`config.mk`:
```
export PLATFORM = sky130hd
export DESIGN_NAME = avalon_mm_burst_write_master
export DESIGN_NICKNAME = d
export VERILOG_FILES = /design/src/rtl/avalon_mm_wm_pkg.sv /design/src/rtl/avalon_mm_wm_fifo.sv /design/src/rtl/avalon_mm_burst_write_master.sv
export SDC_FILE = /design/constraint.sdc
export NUM_CORES = 2
export LEC_CHECK = 0
export ABC_CLOCK_PERIOD_IN_PS = 4600
export CAP_MARGIN = 10
export CELL_PAD_IN_SITES_DETAIL_PLACEMENT = 0
export CELL_PAD_IN_SITES_GLOBAL_PLACEMENT = 1
export CORE_MARGIN = 4
export CORE_UTILIZATION = 40
export CTS_BUF_LIST = sky130_fd_sc_hd__clkbuf_2
export DETAILED_ROUTE_END_ITERATION = 8
export PLACE_DENSITY_LB_ADDON = 0.15
export SYNTH_ARGS = -nofsm -noshare
export SYNTH_HDL_FRONTEND = slang
export SYNTH_HIERARCHICAL = 1
export SYNTH_SLANG_ARGS = --single-unit
```
`constraint.sdc`:
```
create_clock -name clk -period 4.6 [get_ports clk]
set_input_delay 0.92 -clock clk [delete_from_list [all_inputs] [get_ports clk]]
set_output_delay 0.92 -clock clk [all_outputs]
set_load 0.01 [all_outputs]
```
`src/rtl/avalon_mm_wm_pkg.sv`:
```
// Shared types and helpers for the Avalon-MM burst write master.
//   wm_state_t      : FSM encoding (IDLE, WAIT, BURST)
//   clog2()         : ceiling log2 for elaboration-time sizing
//   byte_lane_mask(): low-n-lanes-enabled mask, used for a partial final beat
package avalon_mm_wm_pkg;

    typedef enum logic [1:0] {
        IDLE  = 2'd0,
        WAIT  = 2'd1,
        BURST = 2'd2
    } wm_state_t;

    function automatic int clog2(input int value);
        int result;
        result = 0;
        while ((1 << result) < value) begin
            result = result + 1;
        end
        return result;
    endfunction

    // Mask with the low nbytes lanes set; nbytes == 0 yields an empty mask.
    function automatic logic [63:0] byte_lane_mask(input int nbytes);
        return (64'd1 << nbytes) - 64'd1;
    endfunction

endpackage

```
`src/rtl/avalon_mm_wm_fifo.sv`:
```
// Show-ahead synchronous FIFO feeding the write master's data bus.
// Ports:
//   clk, reset_n : clock, asynchronous active-low clear (flushes contents)
//   data, push   : write side; a push while full is dropped
//   pop          : read side; a pop while empty is ignored
//   q            : current head word, valid whenever !empty
//   used         : occupancy 0..FIFODEPTH
//   full, empty  : occupancy flags
module avalon_mm_wm_fifo #(
    parameter int DATAWIDTH      = 32,
    parameter int FIFODEPTH      = 64,
    parameter int FIFODEPTH_LOG2 = 6
) (
    input  logic                      clk,
    input  logic                      reset_n,
    input  logic [DATAWIDTH-1:0]      data,
    input  logic                      push,
    input  logic                      pop,
    output logic [DATAWIDTH-1:0]      q,
    output logic [FIFODEPTH_LOG2:0]   used,
    output logic                      full,
    output logic                      empty
);

    logic [DATAWIDTH-1:0]      mem [FIFODEPTH];
    logic [FIFODEPTH_LOG2-1:0] wr_ptr;
    logic [FIFODEPTH_LOG2-1:0] rd_ptr;
    logic                      do_push;
    logic                      do_pop;

    assign full    = (used == (FIFODEPTH_LOG2 + 1)'(FIFODEPTH));
    assign empty   = (used == '0);
    // A push while full is lost even if a pop frees a slot in the same cycle.
    assign do_push = push & ~full;
    assign do_pop  = pop & ~empty;
    assign q       = mem[rd_ptr];

    always_ff @(posedge clk or negedge reset_n) begin
        if (!reset_n) begin
            wr_ptr <= '0;
            rd_ptr <= '0;
            used   <= '0;
        end else begin
            if (do_push) begin
                wr_ptr <= wr_ptr + FIFODEPTH_LOG2'(1);
            end
            if (do_pop) begin
                rd_ptr <= rd_ptr + FIFODEPTH_LOG2'(1);
            end
            case ({do_push, do_pop})
                2'b10:   used <= used + (FIFODEPTH_LOG2 + 1)'(1);
                2'b01:   used <= used - (FIFODEPTH_LOG2 + 1)'(1);
                default: used <= used;
            endcase
        end
    end

    // Storage is not cleared; the pointers alone define what is valid.
    always_ff @(posedge clk) begin
        if (do_push) begin
            mem[wr_ptr] <= data;
        end
    end

endmodule

```
`src/rtl/avalon_mm_burst_write_master.sv`:
```
// Bursting Avalon-MM write master. User logic pushes words into an internal
// FIFO; after control_go the block writes control_write_length bytes starting
// at control_write_base in bursts of up to MAXBURSTCOUNT beats, then returns
// to idle (control_done=1).
// Ports:
//   clk, reset_n                 : clock, asynchronous active-low reset
//   control_fixed_location       : single-beat bursts, address never advances
//   control_write_base/_length   : byte start address / byte count
//   control_go / control_done    : start pulse (IDLE only) / idle indicator
//   user_write_buffer/_buffer_data/_buffer_full : FIFO push side
//   master_*                     : Avalon-MM burst write master interface
// Build option: define AVMM_WM_PARTIAL_BE_EN to round the length up to whole
// beats and mask the unused lanes of the final beat; otherwise trailing
// remainder bytes are not written and byteenable is always all-ones.
module avalon_mm_burst_write_master
    import avalon_mm_wm_pkg::*;
#(
    parameter int DATAWIDTH       = 32,
    parameter int BYTEENABLEWIDTH = 4,
    parameter int ADDRESSWIDTH    = 32,
    parameter int MAXBURSTCOUNT   = 8,
    parameter int BURSTCOUNTWIDTH = 4,
    parameter int FIFODEPTH       = 64,
    parameter int FIFODEPTH_LOG2  = 6
) (
    input  logic                       clk,
    input  logic                       reset_n,
    input  logic                       control_fixed_location,
    input  logic [ADDRESSWIDTH-1:0]    control_write_base,
    input  logic [ADDRESSWIDTH-1:0]    control_write_length,
    input  logic                       control_go,
    output logic                       control_done,
    input  logic                       user_write_buffer,
    input  logic [DATAWIDTH-1:0]       user_buffer_data,
    output logic                       user_buffer_full,
    output logic [ADDRESSWIDTH-1:0]    master_address,
    output logic                       master_write,
    output logic [BYTEENABLEWIDTH-1:0] master_byteenable,
    output logic [DATAWIDTH-1:0]       master_writedata,
    output logic [BURSTCOUNTWIDTH-1:0] master_burstcount,
    input  logic                       master_waitrequest
);

    localparam int ADDR_SHIFT = clog2(BYTEENABLEWIDTH);
    localparam logic [ADDRESSWIDTH-1:0] LANE_MASK = ADDRESSWIDTH'(BYTEENABLEWIDTH - 1);

    wm_state_t                  state;
    wm_state_t                  state_next;
    logic [ADDRESSWIDTH-1:0]    addr_q;
    logic [ADDRESSWIDTH-1:0]    words_left;
    logic [ADDRESSWIDTH-1:0]    words_in;
    logic [BURSTCOUNTWIDTH-1:0] beats_left;
    logic [BURSTCOUNTWIDTH-1:0] blen;
    logic                       fixed_q;
    logic [FIFODEPTH_LOG2:0]    fifo_used;
    logic                       fifo_empty;
    logic                       start_xfer;
    logic                       start_burst;
    logic                       beat_accept;
    logic                       last_beat;

`ifdef AVMM_WM_PARTIAL_BE_EN
    logic [ADDRESSWIDTH-1:0]    rem_in;
    logic [ADDRESSWIDTH-1:0]    rem_q;
    assign rem_in   = control_write_length & LANE_MASK;
    assign words_in = (control_write_length >> ADDR_SHIFT) + ADDRESSWIDTH'(rem_in != '0);
`else
    assign words_in = control_write_length >> ADDR_SHIFT;
`endif

    avalon_mm_wm_fifo #(
        .DATAWIDTH     (DATAWIDTH),
        .FIFODEPTH     (FIFODEPTH),
        .FIFODEPTH_LOG2(FIFODEPTH_LOG2)
    ) u_fifo (
        .clk    (clk),
        .reset_n(reset_n),
        .data   (user_buffer_data),
        .push   (user_write_buffer),
        .pop    (beat_accept & ~fifo_empty),
        .q      (master_writedata),
        .used   (fifo_used),
        .full   (user_buffer_full),
        .empty  (fifo_empty)
    );

    // master_write is decoded from state so that reset removes it immediately.
    assign master_write = (state == BURST);
    assign control_done = (state == IDLE);
    assign start_xfer   = (state == IDLE) && control_go && (words_in != '0);
    assign beat_accept  = master_write & ~master_waitrequest;
    assign last_beat    = beat_accept && (beats_left == BURSTCOUNTWIDTH'(1));

    always_comb begin
        blen = BURSTCOUNTWIDTH'(MAXBURSTCOUNT);
        if (fixed_q) begin
            blen = BURSTCOUNTWIDTH'(1);
        end else if (words_left < ADDRESSWIDTH'(MAXBURSTCOUNT)) begin
            blen = words_left[BURSTCOUNTWIDTH-1:0];
        end
    end

    // A burst only starts once all its data is already queued, so it can never
    // run dry part way through.
    assign start_burst = (state == WAIT) && (32'(fifo_used) >= 32'(blen));

`ifdef AVMM_WM_PARTIAL_BE_EN
    always_comb begin
        master_byteenable = '1;
        if ((state == BURST) && (words_left == ADDRESSWIDTH'(1)) && (rem_q != '0)) begin
            master_byteenable = BYTEENABLEWIDTH'(byte_lane_mask(int'(rem_q)));
        end
    end
`else
    assign master_byteenable = '1;
`endif

    always_ff @(posedge clk or negedge reset_n) begin
        if (!reset_n) begin
            state <= IDLE;
        end else begin
            state <= state_next;
        end
    end

    always_comb begin
        state_next = state;
        case (state)
            IDLE:    if (start_xfer) state_next = WAIT;
            WAIT:    if (start_burst) state_next = BURST;
            BURST:   if (last_beat) state_next = (words_left == ADDRESSWIDTH'(1)) ? IDLE : WAIT;
            default: state_next = IDLE;
        endcase
    end

    always_ff @(posedge clk or negedge reset_n) begin
        if (!reset_n) begin
            addr_q            <= '0;
            words_left        <= '0;
            beats_left        <= '0;
            fixed_q           <= 1'b0;
            master_address    <= '0;
            master_burstcount <= '0;
`ifdef AVMM_WM_PARTIAL_BE_EN
            rem_q             <= '0;
`endif
        end else begin
            case (state)
                IDLE: begin
                    if (start_xfer) begin
                        addr_q     <= control_write_base & ~LANE_MASK;
                        words_left <= words_in;
                        fixed_q    <= control_fixed_location;
`ifdef AVMM_WM_PARTIAL_BE_EN
                        rem_q      <= rem_in;
`endif
                    end
                end
                WAIT: begin
                    if (start_burst) begin
                        master_address    <= addr_q;
                        master_burstcount <= blen;
                        beats_left        <= blen;
                    end
                end
                BURST: begin
                    if (beat_accept) begin
                        beats_left <= beats_left - BURSTCOUNTWIDTH'(1);
                        words_left <= words_left - ADDRESSWIDTH'(1);
                        if (last_beat && !fixed_q) begin
                            addr_q <= addr_q + (ADDRESSWIDTH'(master_burstcount) << ADDR_SHIFT);
                        end
                    end
                end
                default: begin
                end
            endcase
        end
    end

endmodule

```
==> qor.yml <==
global_routing:
  grt_pass1_vias: 49200
  met1_usage_pct: 32.4
  antenna_found_initial: 10
  top_usage_layer: "met2"
  gr-usage-met3_pct: 5.09
  overflow: 0
  grt_max_degree: 82
  grt_pass1_wl_um: 369000
  grt_usage_pct: 23.5
  met2_usage_pct: 37.8
critical_path:
  reg2reg_depth: 10
  start_kind: "flop"
  cp_slowest_stage_delay_ps: 510
  crit_type: "flop to output pin"
  crit_chain: "buf_12 -> buf_16 -> buf_16 -> buf_8 -> mux4_2 -> mux4_2 -> o211ai_1 -> o31ai_4 -> buf_2"
  r2r_setup_slack_ps: 660
  crit_cells: 9
  critPathRequiredTime_ps: 3680
  path_buf_inv: 5
  cp_max_fo: 7
  cpLargestDelayFamily: "multiplexers"
  slowest_stage: "mux4_2"
  endpoint_kind: "output pin"
  crit_arrival_ps: 4670
synthesis:
  syn_inst: 4159
  yosys_warnings: 6
  ys.flop_type: "edfxtp_1"
  netlist_area_mm2: 0.0856
  synth_cell_types: 87
  ys_seq_elements: 2170
  seq_area_frac_synth_pct: 75.4
  synth_edf_count: 2048
  synth.avg_cell_area_um2: 20.6
  synthArstFlopShare_pct: 5.62
routing:
  ant_nets: 0
  wl_per_cell_um: 31.2
  drc_errors: 0
  drt_iter0_drc: 4446
  num_vias: 48100
  wl_um: 263000
  vias_per_cell: 5.69
  drt_first_pass_iters: 5
sta:
  slew_violations: 0
  hold_violations: 0
  clock_skew_ps: 128
  max-slew-margin-rel_pct: 16.7
  fin_hold_ws_ps: 261
  fin_crit_sh_pct: 121
  finalCriticalPeriod_ps: 5590
  finalSetupViolations: 32
  fmax_ghz: 0.179
  rsz0062_at_grt: "yes"
  tightest_slew_ps: 1250
  setup_slack_ps: -989
cells_and_area:
  fin_cells: 8449
  area_growth_pct: 19.8
  drive_gt1_share_pct: 39.2
  layout_commonest_cell: "edfxtp_1"
  most-common-layout-cells: "edfxtp_1 (2048), clkbuf_2 (859), mux4_2 (501)"
  nets: 5376
placement:
  portBuffers: 166
  place.gp.congestion: 0.788
  dp.cells: 7227
  dp_hpwl_um: 147000
power_and_ir_drop:
  p_leak_uw: 0.0345
  switchingPower_uw: 19500
  swShare_pct: 33.6
  cellPowerDensity_mw_per_mm2: 566
  p_int_uw: 38600
  seq_power_share_pct: 40.4
  comb_power_share_pct: 37.0
  peakVddDrop_mv: 0.278
  clkPwrFrac_pct: 22.6
hold_path:
  hold_class: "primary input to flop"
  hold_depth: 2
die:
  dieArea_mm2: 0.222
  io-pin-count: 177
  rows: 169
  die_y_um: 471
  coreArea_mm2: 0.213
  start_util_pct: 40.3
  die_w_um: 471
status:
  status: "finished, violations left"
  violations: "setup timing"
clocking:
  cts_max_level: 6
  clkLatencyLatePin_ps: 1810
  cts_tree: "yes"
  cts.sinks: 2170
  cts_buffers: 586
  clk_pin_slew_ps: 100
  cts_max_path_buffers: 4
  cts-root-buf: "clkbuf_2"
run:
  drv_cap: 0
## through the flow
step	worst slack (ps)	area (um2)	power [uW]	TNS, ps	util [%]
global route	-1310	103000	60900	-36790	48.3
global placement	-87.0	93300	42100	-111	43.9
CTS	-1370	102000	58200	-37620	47.9
finish	-989	103000	58100	-26670	48.3
floorplan	603	85600	34800	0	-
detailed placement	-135	93300	42200	-197	43.9
## power by group through the flow
stage                     logic, uW  clock network (uW)  registers (uW)
after floorplan               11100                   0           23700
after global placement        18100                   0           23900
after detailed placement      18200                   0           24000
after CTS                     21200               13600           23500
after global routing          22700               14700           23600
final                         21500               13100           23500
## state kept, by name, indices dropped and copies added, names as in the netlist, 6 cells and up
name,flops
u_fifo/wr_ptr,6
u_fifo/rd_ptr,6
master_address,30
u_fifo/mem,2048
words_left,32
addr_q,30
u_fifo/used,7
## what timing repair did
| item | CTS | global route |
|---|---|---|
| cloned | 19 | 2 |
| hold endpoints to repair | 2242 | 0 |
| resized for setup | 421 | 106 |
| hold buffers | 109 | 0 |
| endpoints found under the setup margin | 34 | 32 |
| setup buffers | 94 | 50 |
| pin swaps | 46 | 65 |
## worst paths after layout
check                                          startpoint                              to
max                          u_fifo/rd_ptr[0]$_DFFE_PN0P_            master_writedata[21]
min in group asynchronous                         reset_n  master_address[18]$_DFFE_PN0P_
max in group asynchronous                         reset_n    u_fifo/rd_ptr[4]$_DFFE_PN0P_
min                                  user_buffer_data[21]     u_fifo/mem[8][21]$_DFFE_PP_
min reg2reg                master_address[16]$_DFFE_PN0P_  master_address[16]$_DFFE_PN0P_
max reg2reg                    words_left[28]$_DFFE_PN0P_   master_address[7]$_DFFE_PN0P_
## synthesized netlist by cell type (8+ instances only)
library cell  count  share of area (%)
mux4_2          501                 13
nand4_1          14               0.10
nor4_1           20               0.15
nor3_1           27               0.16
o2bb2ai_1        11               0.11
xnor2_1          12               0.12
o22ai_1          66               0.48
a2bb2oi_1        16               0.16
a31oi_1          21               0.15
or3_1             9              0.066
edfxtp_1       2048                 72
a211o_1          14               0.14
ha_1             20               0.29
nand2b_1          9              0.066
dfrtp_1         122                3.6
o22a_1           19               0.19
a2111oi_0         8              0.082
nor2_1          133               0.58
buf_2            40               0.23
a21oi_1          94               0.55
a22oi_1          32               0.28
buf_6            30               0.39
buf_4            34               0.30
nor2b_1          11              0.080
mux2_2           29               0.38
mux2i_1         184                2.2
and2_1           12              0.088
inv_1            33               0.14
o21ai_1          28               0.16
a211oi_1         23               0.20
o221ai_1         34               0.35
nand3_1          27               0.16
a221oi_1         10               0.10
o211ai_1         13               0.11
a22o_1           10               0.10
o21ai_0          74               0.43
and3_1            9              0.066
clkbuf_1        118               0.52
buf_1            23               0.10
nand2_1         114               0.50
## cell type report
type	count	area, um2
Fill cell	18100	110000
Clock buffer	859	4300
Clock inverter	93	574
Antenna cell	12	30.0
Inverter	36	138
Timing Repair Buffer	750	8340
Sequential cell	2170	64600
Multi-Input combinational cell	1708	21100
Tap cell	2821	3530
## per-layer routing
metal / part of all wire (%) / up-vias / routed length, um
met3: 7.0 / 399 / 18400
met1: 42 / 25800 / 111000
met4: 2.5 / 0 / 6510
met5: 0 / - / 0
li1: - / 20000 / -
met2: 48 / 1910 / 127000
## cell families after synthesis
group | after synthesis | synth area share (%)
AND/OR/NAND/NOR | 423 | 2.41
multiplexers | 714 | 15.7
adder cells (fa/ha/maj) | 22 | 0.339
AO/OA/AOI/OAI | 526 | 4.20
XOR/XNOR | 17 | 0.174
other | 2 | 0.00877
buffers and inverters | 285 | 1.76
flip-flops | 2170 | 75.4
Note: power is estimated with default switching activity, not from simulation.
